`src/rtl/uart_rx_fifo.sv`:
```
// Receive byte FIFO behind the UART receiver: synchronizes RxDone, captures RxData on its rising edge,
// and serves bytes through a registered read port. Define UART_RX_FIFO_TIMEOUT_EN to add TimeoutIrq.
module uart_rx_fifo #(
    parameter int DEPTH_LOG2 = 4
`ifdef UART_RX_FIFO_TIMEOUT_EN
    , parameter logic [15:0] TIMEOUT_CYCLES = 16'd5208
`endif
) (
    input  logic                  Clk,
    input  logic                  Rst_n,
    input  logic                  RxDone,
    input  logic [7:0]            RxData,
    input  logic                  RdEn,
    output logic [7:0]            RdData,
    output logic                  RdValid,
    output logic                  Empty,
    output logic                  Full,
    output logic [DEPTH_LOG2:0]   Count,
    output logic                  Overflow,
    input  logic                  OvfClr
`ifdef UART_RX_FIFO_TIMEOUT_EN
    , output logic                TimeoutIrq
`endif
);

    // Write path:  state      | meaning
    //              WAIT_HIGH  | sync2=0, waiting for a frame indication
    //              WRITE      | sync2=1, sync3=0, single-cycle wr_req
    //              WAIT_LOW   | sync2=1, waiting for RxDone to drop
    localparam int DEPTH = 1 << DEPTH_LOG2;
    localparam int PW    = DEPTH_LOG2 + 1;

    logic            sync1, sync2, sync3;
    logic            wr_req, rd_fire, wr_fire, drop;
    logic            ptr_empty, ptr_full;
    logic [PW-1:0]   wptr, rptr;
    logic [7:0]      mem [DEPTH];

    always_ff @(posedge Clk or negedge Rst_n) begin
        if (!Rst_n) begin
            sync1 <= 1'b0;
            sync2 <= 1'b0;
            sync3 <= 1'b0;
        end else begin
            sync1 <= RxDone;
            sync2 <= sync1;
            sync3 <= sync2;
        end
    end

    assign wr_req    = sync2 & ~sync3;
    assign ptr_empty = (wptr == rptr);
    assign ptr_full  = (wptr[DEPTH_LOG2-1:0] == rptr[DEPTH_LOG2-1:0]) &&
                       (wptr[PW-1] != rptr[PW-1]);
    // A read in the same cycle frees the slot the full-FIFO write needs.
    assign rd_fire   = RdEn & ~ptr_empty;
    assign wr_fire   = wr_req & (~ptr_full | rd_fire);
    assign drop      = wr_req & ptr_full & ~rd_fire;

    always_ff @(posedge Clk or negedge Rst_n) begin
        if (!Rst_n) begin
            wptr <= '0;
            rptr <= '0;
        end else begin
            wptr <= wptr + {{DEPTH_LOG2{1'b0}}, wr_fire};
            rptr <= rptr + {{DEPTH_LOG2{1'b0}}, rd_fire};
        end
    end

    always_ff @(posedge Clk) begin
        if (wr_fire)
            mem[wptr[DEPTH_LOG2-1:0]] <= RxData;
    end

    always_ff @(posedge Clk or negedge Rst_n) begin
        if (!Rst_n) begin
            RdData  <= 8'h00;
            RdValid <= 1'b0;
        end else begin
            RdValid <= rd_fire;
            if (rd_fire)
                RdData <= mem[rptr[DEPTH_LOG2-1:0]];
        end
    end

    // Status flags are registered copies of the pointer state, one cycle behind.
    always_ff @(posedge Clk or negedge Rst_n) begin
        if (!Rst_n) begin
            Empty <= 1'b1;
            Full  <= 1'b0;
            Count <= '0;
        end else begin
            Empty <= ptr_empty;
            Full  <= ptr_full;
            Count <= wptr - rptr;
        end
    end

    always_ff @(posedge Clk or negedge Rst_n) begin
        if (!Rst_n)
            Overflow <= 1'b0;
        else if (drop)
            Overflow <= 1'b1;
        else if (OvfClr)
            Overflow <= 1'b0;
    end

`ifdef UART_RX_FIFO_TIMEOUT_EN
    logic [15:0] idle_cnt;

    always_ff @(posedge Clk or negedge Rst_n) begin
        if (!Rst_n)
            idle_cnt <= 16'd0;
        else if (wr_fire || rd_fire || ptr_empty)
            idle_cnt <= 16'd0;
        else if (idle_cnt != TIMEOUT_CYCLES)
            idle_cnt <= idle_cnt + 16'd1;
    end

    assign TimeoutIrq = (idle_cnt == TIMEOUT_CYCLES) & ~ptr_empty;
`endif

endmodule

```
`config.mk`:
```
export PLATFORM = sky130hd
export DESIGN_NAME = uart_rx_fifo
export DESIGN_NICKNAME = d
export VERILOG_FILES = /design/src/rtl/uart_rx_fifo.sv
export SDC_FILE = /design/constraint.sdc
export NUM_CORES = 1
export LEC_CHECK = 0
export CORE_ASPECT_RATIO = 0.7
export CORE_UTILIZATION = 59
export CTS_BUF_LIST = sky130_fd_sc_hd__clkbuf_16
export DETAILED_ROUTE_END_ITERATION = 10
export PLACE_DENSITY = 0.76
export SYNTH_ARGS = -nofsm -noshare
export SYNTH_HDL_FRONTEND = slang
export SYNTH_SLANG_ARGS = --single-unit
```
`constraint.sdc`:
```
create_clock -name Clk -period 3.63 [get_ports Clk]
set_input_delay 0.726 -clock Clk [delete_from_list [all_inputs] [get_ports Clk]]
set_output_delay 0.726 -clock Clk [all_outputs]
set_load 0.01 [all_outputs]
```
# ---- Word level (Yosys, flattened, before mapping)
# Memories as Yosys holds them, arrays and structs flattened. A register that Yosys moved wholly into a read port is not among the register bits.
# Index checks and enable logic that the tools add are counted.
dict set report classes {
  addsub 3
  eq_ne 3
  mux 4
  bitwise_logic 10
  n_reduce_logical 3
}
# cell n
set ops {}
lappend ops {{5-bit by 1-bit adder with 5-bit output} 2}
lappend ops {{1-bit bitwise AND} 5}
lappend ops {{5-bit equality test} 1}
lappend ops {{5-bit subtractor} 1}
lappend ops {{4-bit equality test} 1}
lappend ops {{1-bit two-way mux} 4}
lappend ops {{1-bit NOT} 4}
lappend ops {{2-bit nonzero test} 1}
lappend ops {{1-bit logical AND} 1}
lappend ops {{1-bit zero test} 1}
lappend ops {{1-bit != test} 1}
lappend ops {{1-bit bitwise OR} 1}
dict set report totals {
  regBits 22
  ramBits 128
  inputBits 13
  word_cells 34
  n_memories 1
}
# name words width rd rd_ports_with_merged_regs write_ports line_no
set memory_table {}
lappend memory_table {mem 16 8 1 1 1 37} ;# logic [7:0] mem [DEPTH];

# ---- Logic depth before layout (Yosys ltp)
dict set report depth {
  word_depth 7
  depth_mapped 12
}

# ---- Worst setup path after synthesis
# Ideal clock, no wire load.
dict set report synth_path {
  path_type {register to register}
  from {reg rptr[1]}
  to {mem mem[3][0] (enable)}
  setup_ns 0.383
  arrival_time_ns 2.528
  t_required_ns 3.247
  slack_ns 0.719
  path_stages_with_launch 9
  cell_sequence {dfrtp_1 > buf_2 > buf_2 > inv_2 > ha_1 > and4_1 > a31oi_1 > nand3_1 > nor3_1}
}
dict set report synth_between {
  elab_chain_cells 7
  elab_cells_between_ends 10
  classes_between {eq/ne: 2; mux: 2; bitwise: 5; reduce/logical: 1}
}
# item line_no
set synth_lines {}
lappend synth_lines {{start, declared} 36} ;# logic [PW-1:0] wptr, rptr;
lappend synth_lines {{start signal, assigned} 66} ;# rptr <= rptr + {{DEPTH_LOG2{1'b0}}, rd_fire};
lappend synth_lines {{5-bit equality test or 4-bit equality test (tied branches)} {52, 53}}
lappend synth_lines {{1-bit NOT or 1-bit logical AND (tied branches)} {56, 53}}
lappend synth_lines {{1-bit bitwise AND or 1-bit NOT (tied branches)} {56, 57}}
lappend synth_lines {{1-bit bitwise OR (*)} 57} ;# assign wr_fire = wr_req & (~ptr_full | rd_fire);
lappend synth_lines {{1-bit bitwise AND (*)} 57}
lappend synth_lines {{1-bit two-way mux (*)} 71} ;# if (wr_fire)
lappend synth_lines {{1-bit two-way mux (implied by the code) (*)} 72} ;# mem[wptr[DEPTH_LOG2-1:0]] <= RxData;
lappend synth_lines {{end, declared} 37}
# Mark *: on every way between the ends. The rest lies on a longest branch, timed or not.

# ---- Worst setup path after layout
dict set report layout_path {
  from {reg rptr[2]}
  to {mem mem[3][5] (enable)}
}
# The elaborated chain is that of the path after synthesis.

==> run_results.csv <==
group,metric,value,unit
grt,grt_max_degree,27,
finish,multi_input_area,1430,sq um
clocking,clk_pin_slew,0.06,ns
timing,slew_viol_final,0,
grt,grt_first_pass_wirelength,18600,microns
synthesis,synth_cell_types,30,
pwr,swShare,0.298,
worst_setup_path,critPathKind,"register to register",
floorplanning,rows,30,
floorplanning,core,9910,sq um
min_path,whs_endpoint,"sync2$_DFF_PN0_",
clocking,cts_setup_buffers,0,
timing,timing.final.hold_violations,0,
worst_setup_path,cp-start-kind,"register",
drt,drt-pass1-iter-count,4,
finish,area_growth,18.3,%
clocking,cts_root_buf,"clkbuf_16",
worst_setup_path,required,3.75,ns
timing,relSlewSlack,0.500,
pwr,peakVddDrop,418,uV
timing,hold_ws,0.350,ns
synthesis,syn_inst,322,
floorplanning,io_pins,30,
worst_setup_path,r2r_end,"mem[3][5]$_DFFE_PP_",
clocking,numCtsBuffers,17,
pwr,combPwrFrac,0.282,
flow_run,cap_viol_max_count,0,
pwr,p_leak,2.59,nW
worst_setup_path,crit_chain,"inv_1 -> ha_1 -> and4_1 -> a31oi_1 -> nand3_1 -> nor3_1 -> buf_4",
worst_setup_path,cp.arrival,3.03,ns
worst_setup_path,r2r_start,"rptr[2]$_DFF_PN0_",
clocking,h-tree-depth,4,
clocking,ctsResizeCount,0,
clocking,cts.path.max_buffers,2,
clocking,postCtsHoldBufs,0,
drt,ant_nets,0,
synthesis,yosysSeqAreaShare,0.746,
finish,diodes,0,
grt,grt_overflow,0,
pwr,p_sw,1.76,mW
floorplanning,dieArea,10900,sq um
run_status,run_status,"finished, final reports clean",
timing,setup_viol_count_final,0,
place,gp_congestion,0.910,
timing,setup_slack,0.726,ns
pwr,power.density,812,nW/um^2
worst_setup_path,critPathMaxStageDelay,0.57,ns
timing,skew,0.0122,ns
finish,seq_area,4600,sq um
floorplanning,start_util,0.622,
clocking,insertion_delay,0.42,ns
finish,mostFrequentLayoutCells,"edfxtp_1 (128), mux4_2 (32), nor2_1 (29), clkdlybuf4s50_1 (29), dfrtp_1 (28)",
place,io_buffers,29,
synthesis,synth_warnings,0,
synthesis,postSynthAreaPerCell,19.1,sq um
drt,wirelength,12300,microns
min_path,worstHoldPathCells,0,
synthesis,synth_fp_nets,344,
drt,initialDrtViolationCount,334,
pwr,pwr-share-seq,0.405,
timing,rsz0062_at_grt,"no",
pwr,p_clk_frac,0.312,
min_path,worstHoldStart,"sync1$_DFF_PN0_",
synthesis,ys_ff_latch,158,
worst_setup_path,r2r_cells,7,
finish,fin_nets,399,
floorplanning,die_y,87.5,microns
grt,grt_pass1_vias,3129,
worst_setup_path,reg2reg_slack,0.73,ns
finish,layout_commonest_cell,"edfxtp_1",
timing,worstMarginPinSlew,0.747,ns
worst_setup_path,worstPathMaxFanout,12,
clocking,cts_sinks,158,
pwr,p_int,4.16,mW
timing,tns,0,ns
worst_setup_path,crit_path_end_kind,"register",
grt,antenna_found_initial,0,
finish,drive_gt1_frac,0.223,
drt,wire_per_inst,23.7,microns
timing,fmaxAchievable,344,MHz
timing,timing.final.crit_share,0.800,
synthesis,synth.cell_area,6160,sq um
drt,drc,0,
grt,track_usage,0.255,
place,dp_hpwl,8110,microns
worst_setup_path,critical-path-slowest-cell,"dfrtp_1",
timing,layout_min_cycle_time,2.90,ns
clocking,cts_tree,"built",
finish,fillers,606,
min_path,worstHoldPathType,"register to register",
drt,vias_per_cell,6.06,
place,pre_cts_slack,0.794,ns
floorplanning,die_w,124,microns
drt,routed-via-count,3141,
## layout make-up
class | count | share of cell area
inverters | 12 | 0.00618
clock inverters | 15 | 0.0266
multi-input cells | 139 | 0.196
repair buffers | 49 | 0.0604
well taps | 128 | 0.0220
clock buffers | 17 | 0.0583
flip-flops and latches | 158 | 0.631
## stage by stage
step	power, mW	utilization	instance area, sq um	std cells
2_1_floorplan	3.55	-	6160	322
3_3_place_gp	4.06	0.673	6670	486
3_5_place_dp	4.09	0.673	6670	486
4_1_cts	5.95	0.736	7290	518
5_1_grt	6.18	0.736	7290	518
6_report	5.92	0.736	7290	518
## worst max path at each step
stage / from / cells after the start / end / slack (ns)
floorplan: rptr[1]$_DFF_PN0_ / 8 / mem[3][0]$_DFFE_PP_ / 0.72
global placement: rptr[2]$_DFF_PN0_ / 7 / mem[3][3]$_DFFE_PP_ / 0.93
detailed placement: rptr[2]$_DFF_PN0_ / 7 / mem[3][6]$_DFFE_PP_ / 0.79
CTS: rptr[2]$_DFF_PN0_ / 7 / mem[3][5]$_DFFE_PP_ / 0.77
global route: rptr[2]$_DFF_PN0_ / 7 / mem[3][5]$_DFFE_PP_ / 0.49
finish: rptr[2]$_DFF_PN0_ / 7 / mem[3][5]$_DFFE_PP_ / 0.73
## synth_stat cells
cell / instances / area [sq um]
xor2_1: 4 / 35.0
buf_8: 1 / 15.0
and2_1: 1 / 6.26
and4_1: 1 / 8.76
mux2i_1: 8 / 80.1
inv_1: 9 / 33.8
inv_2: 3 / 11.3
dfstp_2: 1 / 26.3
nor2_1: 29 / 109
fa_1: 1 / 20.0
buf_2: 7 / 35.0
a21o_1: 2 / 15.0
clkbuf_1: 2 / 7.51
xnor2_1: 6 / 52.6
a21oi_1: 10 / 50.1
o21ai_4: 1 / 16.3
nand2b_1: 3 / 18.8
a22o_1: 8 / 70.1
o22ai_1: 1 / 6.26
o21ai_0: 8 / 40.0
nor3_1: 4 / 20.0
nand3_1: 8 / 40.0
mux4_2: 32 / 721
nand4_1: 1 / 6.26
nand2_1: 2 / 7.51
edfxtp_1: 128 / 3840
buf_6: 3 / 33.8
ha_1: 8 / 100
a31oi_1: 1 / 6.26
dfrtp_1: 29 / 726
## critical path, delay by kind of cell, from the launching register on
kind,cells,cell delay (ns)
simple gates,3,0.73
flops,1,0.57
compound gates,1,0.50
buf+inv,2,0.43
fa+ha+maj,1,0.40
## power by group through the flow
stage	combinational (mW)	sequential [mW]	clock (mW)
after floorplan	1.20	2.35	0
after global placement	1.64	2.42	0
after detailed placement	1.66	2.43	0
after CTS	1.68	2.40	1.87
after global routing	1.81	2.43	1.94
final	1.67	2.40	1.85
## cells by family (layout without fill, tap and decap cells)
kind of cell / Yosys count / after routing / synth area share
XOR/XNOR: 10 / 10 / 0.0142
AND/OR/NAND/NOR: 49 / 49 / 0.0351
AO/OA/AOI/OAI: 31 / 31 / 0.0331
adder cells (fa/ha/maj): 9 / 9 / 0.0195
multiplexers: 40 / 40 / 0.130
flip-flops: 158 / 158 / 0.746
buffers and inverters: 25 / 93 / 0.0221
## routing by layer
metal,share of wire,track usage,vias up
li1,-,-,1379
met1,0.47,0.396,1609
met2,0.45,0.360,136
met3,0.068,0.0615,17
met4,0.013,0.0779,0
met5,0,0,-
## flip-flops by register name, summed over array words and instances (netlist names)
signal / cells
rptr: 5
Count: 5
sync3: 1
RdData: 8
wptr: 5
sync2: 1
Overflow: 1
RdValid: 1
sync1: 1
Full: 1
Empty: 1
mem: 128
Note: power is estimated with default switching activity, not from simulation.
